`src/rtl/decode_ctrl.sv`:
```
`default_nettype none
// ============================================================================
// Module   : decode_ctrl
// Purpose  : Single-issue instruction decode/sequence controller driving the
//            register-file strobes and execute unit. Optional execute timeout
//            is enabled with `define DECODE_CTRL_TIMEOUT_EN.
// Revision : 1.0 - initial release
// ============================================================================
module decode_ctrl (
  input  logic        clk,
  input  logic        Clear_n,
  input  logic [15:0] instr,
  input  logic        instr_valid,
  output logic        instr_ready,
  input  logic        alu_done,
  output logic [3:0]  Aaddr,
  output logic [3:0]  Baddr,
  output logic [3:0]  Caddr,
  output logic        Load,
  output logic        Clear,
  output logic [3:0]  alu_op,
  output logic        busy,
  output logic        err
);

  localparam logic [3:0] OP_NOP  = 4'h0;
  localparam logic [3:0] OP_CLR  = 4'hE;
  localparam logic [3:0] OP_HALT = 4'hF;

  typedef enum logic [2:0] {
    S_IDLE   = 3'd0,
    S_DECODE = 3'd1,
    S_EXEC   = 3'd2,
    S_WB     = 3'd3,
    S_CLR    = 3'd4,
    S_HALT   = 3'd5
  } state_t;

  state_t      state_q, state_d;
  logic [15:0] instr_q;
  logic [3:0]  aaddr_q, baddr_q, caddr_q, alu_op_q;
  logic        load_q, clear_q;
  logic        accept;
  logic        tmo_hit;

  assign accept = (state_q == S_IDLE) && instr_valid;

`ifdef DECODE_CTRL_TIMEOUT_EN
  logic [4:0] tmo_cnt_q, tmo_cnt_d;
  logic       err_q, err_d;

  // Counter holds the number of EXEC cycles already completed, so 15 marks the 16th.
  assign tmo_hit = (tmo_cnt_q == 5'd15);

  always_comb begin
    tmo_cnt_d = tmo_cnt_q;
    err_d     = err_q;
    if (state_q == S_DECODE) begin
      tmo_cnt_d = 5'd0;
    end else if (state_q == S_EXEC) begin
      tmo_cnt_d = tmo_cnt_q + 5'd1;
      if (!alu_done && tmo_hit) begin
        err_d = 1'b1;
      end
    end
  end

  always_ff @(posedge clk or negedge Clear_n) begin
    if (!Clear_n) begin
      tmo_cnt_q <= 5'd0;
      err_q     <= 1'b0;
    end else begin
      tmo_cnt_q <= tmo_cnt_d;
      err_q     <= err_d;
    end
  end

  assign err = err_q;
`else
  assign tmo_hit = 1'b0;
  assign err     = 1'b0;
`endif

  always_comb begin
    state_d = state_q;
    case (state_q)
      S_IDLE:   if (instr_valid) state_d = S_DECODE;
      S_DECODE: begin
        case (instr_q[15:12])
          OP_NOP:  state_d = S_IDLE;
          OP_CLR:  state_d = S_CLR;
          OP_HALT: state_d = S_HALT;
          default: state_d = S_EXEC;
        endcase
      end
      S_EXEC: begin
        if (alu_done)     state_d = S_WB;
        else if (tmo_hit) state_d = S_IDLE;
      end
      S_WB:     state_d = S_IDLE;
      S_CLR:    state_d = S_IDLE;
      S_HALT:   state_d = S_HALT;
      default:  state_d = S_IDLE;
    endcase
  end

  always_ff @(posedge clk or negedge Clear_n) begin
    if (!Clear_n) begin
      state_q  <= S_IDLE;
      instr_q  <= 16'd0;
      aaddr_q  <= 4'd0;
      baddr_q  <= 4'd0;
      caddr_q  <= 4'd0;
      alu_op_q <= 4'd0;
      load_q   <= 1'b0;
      clear_q  <= 1'b0;
    end else begin
      state_q <= state_d;
      if (accept) begin
        instr_q <= instr;
      end
      if (state_q == S_DECODE) begin
        aaddr_q  <= instr_q[7:4];
        baddr_q  <= instr_q[3:0];
        caddr_q  <= instr_q[11:8];
        alu_op_q <= instr_q[15:12];
      end
      // Strobes track the state being entered so they coincide with WB/CLR.
      load_q  <= (state_d == S_WB);
      clear_q <= (state_d == S_CLR);
    end
  end

  assign instr_ready = (state_q == S_IDLE);
  assign busy        = (state_q != S_IDLE);
  assign Aaddr       = aaddr_q;
  assign Baddr       = baddr_q;
  assign Caddr       = caddr_q;
  assign alu_op      = alu_op_q;
  assign Load        = load_q;
  assign Clear       = clear_q;

endmodule
`default_nettype wire

```
`config.mk`:
```
export PLATFORM = sky130hd
export DESIGN_NAME = decode_ctrl
export DESIGN_NICKNAME = d
export VERILOG_FILES = /design/src/rtl/decode_ctrl.sv
export SDC_FILE = /design/constraint.sdc
export NUM_CORES = 1
export LEC_CHECK = 0
export CAP_MARGIN = 10
export CORE_UTILIZATION = 42
export CTS_CLUSTER_SIZE = 40
export DETAILED_ROUTE_END_ITERATION = 6
export GPL_TIMING_DRIVEN = 0
export PLACE_DENSITY = 0.74
export SLEW_MARGIN = 10
export SYNTH_ARGS = -nofsm -noshare
export SYNTH_HDL_FRONTEND = slang
export SYNTH_SLANG_ARGS = --single-unit
```
`constraint.sdc`:
```
create_clock -name clk -period 1.6 [get_ports clk]
set_input_delay 0.16 -clock clk [delete_from_list [all_inputs] [get_ports clk]]
set_output_delay 0.16 -clock clk [all_outputs]
set_load 0.02 [all_outputs]
```
; ---- Word level (Yosys, flattened, before mapping)
; Cells that the tools add are included.
; W data, S select, Z words.
[op_classes]
n_eq_ne = 7
mux = 4
n_reduce_logical = 4
[op_table]
columns = op, n
row1 = $pmux W3 S4, 1
row2 = $pmux W3 S3, 1
row3 = $eq A4 B4 Y1 const B, 2
row4 = $eq A3 B2 Y1 const B, 2
row5 = $eq A3 B3 Y1 const B, 2
row6 = $mux W3, 2
row7 = $logic_not A4 Y1, 1
row8 = $eq A3 B1 Y1 const B, 1
row9 = $logic_not A3 Y1, 1
row10 = $reduce_bool A3 Y1, 1
row11 = $logic_and A1 B1 Y1, 1
[word_totals]
ff_bits = 37
input_bits = 20
out_inout_bits = 21
word_cells = 23

; ---- Logic depth before layout (Yosys ltp)
[depth]
word_depth = 4
mapped_depth = 4
ltp_nobuf = 2

; ---- Least setup slack after synthesis
; Ideal clock, no wire load.
[synth_path]
path_type = register -> register
start = register state_q[1]
end = register instr_q[0]
setup_time_ns = 0.125
arrival_time_ns = 1.442
required_ns = 1.475
path_slack_ns = 0.033
stages_incl_launch_ff = 5
n_path_buf = 2
synth_period_minus_slack_ns = 1.567
cell_sequence = dfrtp_1 -> buf_6 -> nor4b_4 -> buf_8 -> mux2_4
[synth_via]
elab_chain_cells = 2
[synth_rtl]
columns = element, line
row1 = "start, declared", 39  ; state_t state_q, state_d;
row2 = "start signal, assigned", 118  ; state_q <= state_d;
row3 = $logic_not A3 Y1, 46  ; assign accept = (state_q == S_IDLE) && instr_valid;
row4 = $logic_and A1 B1 Y1, 46
row5 = "end signal, assigned", 120  ; instr_q <= instr;
row6 = "end, declared", 40  ; logic [15:0] instr_q;
; Every way passes these cells.
; A chain may end at the register's enable or synchronous reset.

; ---- Worst setup path after layout
[layout_path]
start = register state_q[0]
end = output port instr_ready
[layout_via]
elab_chain_cells = 1
[layout_rtl]
columns = element, line
row1 = $logic_not A3 Y1, 134  ; assign instr_ready = (state_q == S_IDLE);
row2 = "end, declared", 14  ; output logic instr_ready,
; Every way passes these cells.

==> qor.yml <==
synth.cell_area_um2: 1520
leakagePower_uw: 0.000905
finalClockSkew_ns: 0.0101
yosysWarningCount: 0
grt_use_total: 0.156
clk_latency_ns: 0.34
synth_seq_cells: 37
first_global_vias: 999
startpoint_type: "flop"
period_share: 0.969
drc: 0
grt_max_degree: 38
syn_nets: 113
worst_pin_slew_ns: 0.803
netlist_instances: 93
tritoncts_num_sinks: 37
clk_path_buf_depth: 2
max-vdd-ir-drop_v: 0.000894
cts_max_level: 2
die-height_um: 62.1
fmax_mhz: 645
swShare: 0.329
final_layout_size_suffix_gt1_frac: 0.395
powerDensity_nw_per_um2: 2060
relSlewSlack: 0.465
cts_root_buffer: "clkbuf_4"
path_max_fanout: 6
drt_wl_total_um: 2690
gp_congestion: 0.762
synth_cell_types: 25
port-buffer-count: 39
clk_pin_slew_ns: 0.11
p_int_uw: 2880
grt_overflow: 0
worstPathRequired_ns: 1.44
wl_per_cell_um: 14.0
nets: 167
cts_inserted_buffers: 5
vias: 929
num_rows: 21
grt_first_pass_wirelength_um: 4640
setup_viol: 0
initial_utilization: 0.448
ant_nets: 0
seq_area_frac_synth: 0.610
status: "completed"
critPathCaptureType: "output pin"
dieArea_um2: 3860
insertedDiodeCount: 0
area_growth_pct: 36.9
hp-class: "input port to flop"
setup_slack_ns: 0.0492
coreArea_um2: 3390
dp.final_hpwl_um: 1740
critPathKind: "flop to output pin"
fin_crit_ns: 1.55
tritoncts: "done"
place_area_um2: 1960
fp.dieW_um: 62.1
clockPowerShare: 0.114
rsz0062_at_grt: "yes"
p_switching_uw: 1410
drv_cap: 0
drt-initial-drc-count: 25
io_pins: 41
final_cell_mix: "36 x dfrtp_1, 36 x clkdlybuf4s50_1, 22 x mux2_2, 10 x mux2_4, 9 x buf_4"
via_per_inst: 4.81
power_frac_seq: 0.391
pre_cts_ws_ns: -0.281
postSynthAreaPerCell_um2: 16.3
cp.arrival_ns: 1.39
drv_slew: 0
design_area_um2: 2080
combPwrFrac: 0.495
hold_viol_final: 0
antenna_found_initial: 0
firstDrtPassIters: 2
final timing paths:
| kind | start | end | slack, ns | cells after the start |
|---|---|---|---|---|
| setup reg to reg | state_q[1]$_DFF_PN0_ | instr_q[2]$_DFFE_PN0P_ | 0.05 | 4 |
| hold reg to reg | instr_q[2]$_DFFE_PN0P_ | Baddr[2]$_DFFE_PN0P_ | 0.51 | 1 |
| max in group asynchronous | Clear_n | state_q[0]$_DFF_PN0_ | 0.62 | 2 |
| min in group asynchronous | Clear_n | Load$_DFF_PN0_ | 0.43 | 2 |
| hold / removal | alu_done | Load$_DFF_PN0_ | 0.38 | 3 |
| setup / recovery | state_q[0]$_DFF_PN0_ | instr_ready | 0.05 | 3 |
per-layer routing:
layer / GRT usage / vias to the layer above / share of wire
li1: - / 433 / -
met1: 0.195 / 461 / 0.44
met2: 0.247 / 31 / 0.49
met3: 0.0625 / 4 / 0.061
met4: 0.0523 / 0 / 0.0078
met5: 0 / - / 0
metrics by stage:
stage               hold WS, ns   util  std cells  total power (µW)  setup TNS [ns]
global placement          0.485  0.580        178              3680          -18.43
CTS                       0.364  0.604        190              4260               0
finish                    0.376  0.614        193              4290               0
floorplan                -0.136      -         93              2980               0
detailed placement        0.296  0.579        178              3730           -4.03
global route              0.415  0.614        193              4560         -0.0456
synth_stat cells:
cell / n / share of area
buf_8: 1 / 0.0099
or3_1: 1 / 0.0041
mux2i_1: 1 / 0.0066
dfrtp_1: 37 / 0.61
conb_1: 1 / 0.0025
inv_1: 2 / 0.0049
nand2_1: 1 / 0.0025
a21oi_1: 1 / 0.0033
or2_2: 1 / 0.0041
buf_6: 2 / 0.015
o22ai_1: 1 / 0.0041
buf_2: 1 / 0.0033
nor3b_4: 1 / 0.012
nor2_1: 1 / 0.0025
a31o_2: 1 / 0.0058
nand3_1: 1 / 0.0033
nand2b_1: 1 / 0.0041
mux2_2: 22 / 0.16
a41oi_1: 1 / 0.0058
nor4_1: 1 / 0.0041
buf_4: 1 / 0.0049
or4_1: 1 / 0.0049
nor3b_1: 1 / 0.0049
mux2_4: 10 / 0.099
nor4b_4: 1 / 0.016
area by class of cell:
class                           count  area [µm²]
Multi-Input combinational cell     49         536
Inverter                            2        7.51
Fill cell                         280        1310
Timing Repair Buffer               47         440
Buffer                              5        56.3
Sequential cell                    37         927
Clock buffer                        7        55.1
Tap cell                           46        57.6
state kept, by name (all words and copies together), names as in the netlist:
register  cells
Clear         1
Load          1
Baddr         4
Aaddr         4
state_q       3
alu_op        4
Caddr         4
instr_q      16
critical path: stages, from the launching register on:
cell and delay (ns):
dfrtp_2 0.47, or3_1 0.39, inv_1 0.06, buf_4 0.13
power groups by stage:
stage	Clock, µW	Sequential [µW]	Combinational [µW]
after global placement	0	1670	2010
final	491	1680	2120
after detailed placement	0	1690	2040
after global routing	555	1750	2260
after floorplan	0	1900	1080
after CTS	507	1680	2070
timing repair:
action                                 CTS  global route
buffers inserted                         4             3
endpoints found under the hold margin   37             0
resized for setup                        9             4
setup endpoints to repair               27            18
pin swaps                                2             1
hold buffers                             1             0
kinds of logic after synthesis:
family | synth area share
buffers and inverters | 0.0379
other | 0.00247
DFF | 0.610
muxes | 0.269
and+or+nand+nor | 0.0626
AOI/OAI and AO/OA | 0.0189
(Power assumes the default switching activity.)
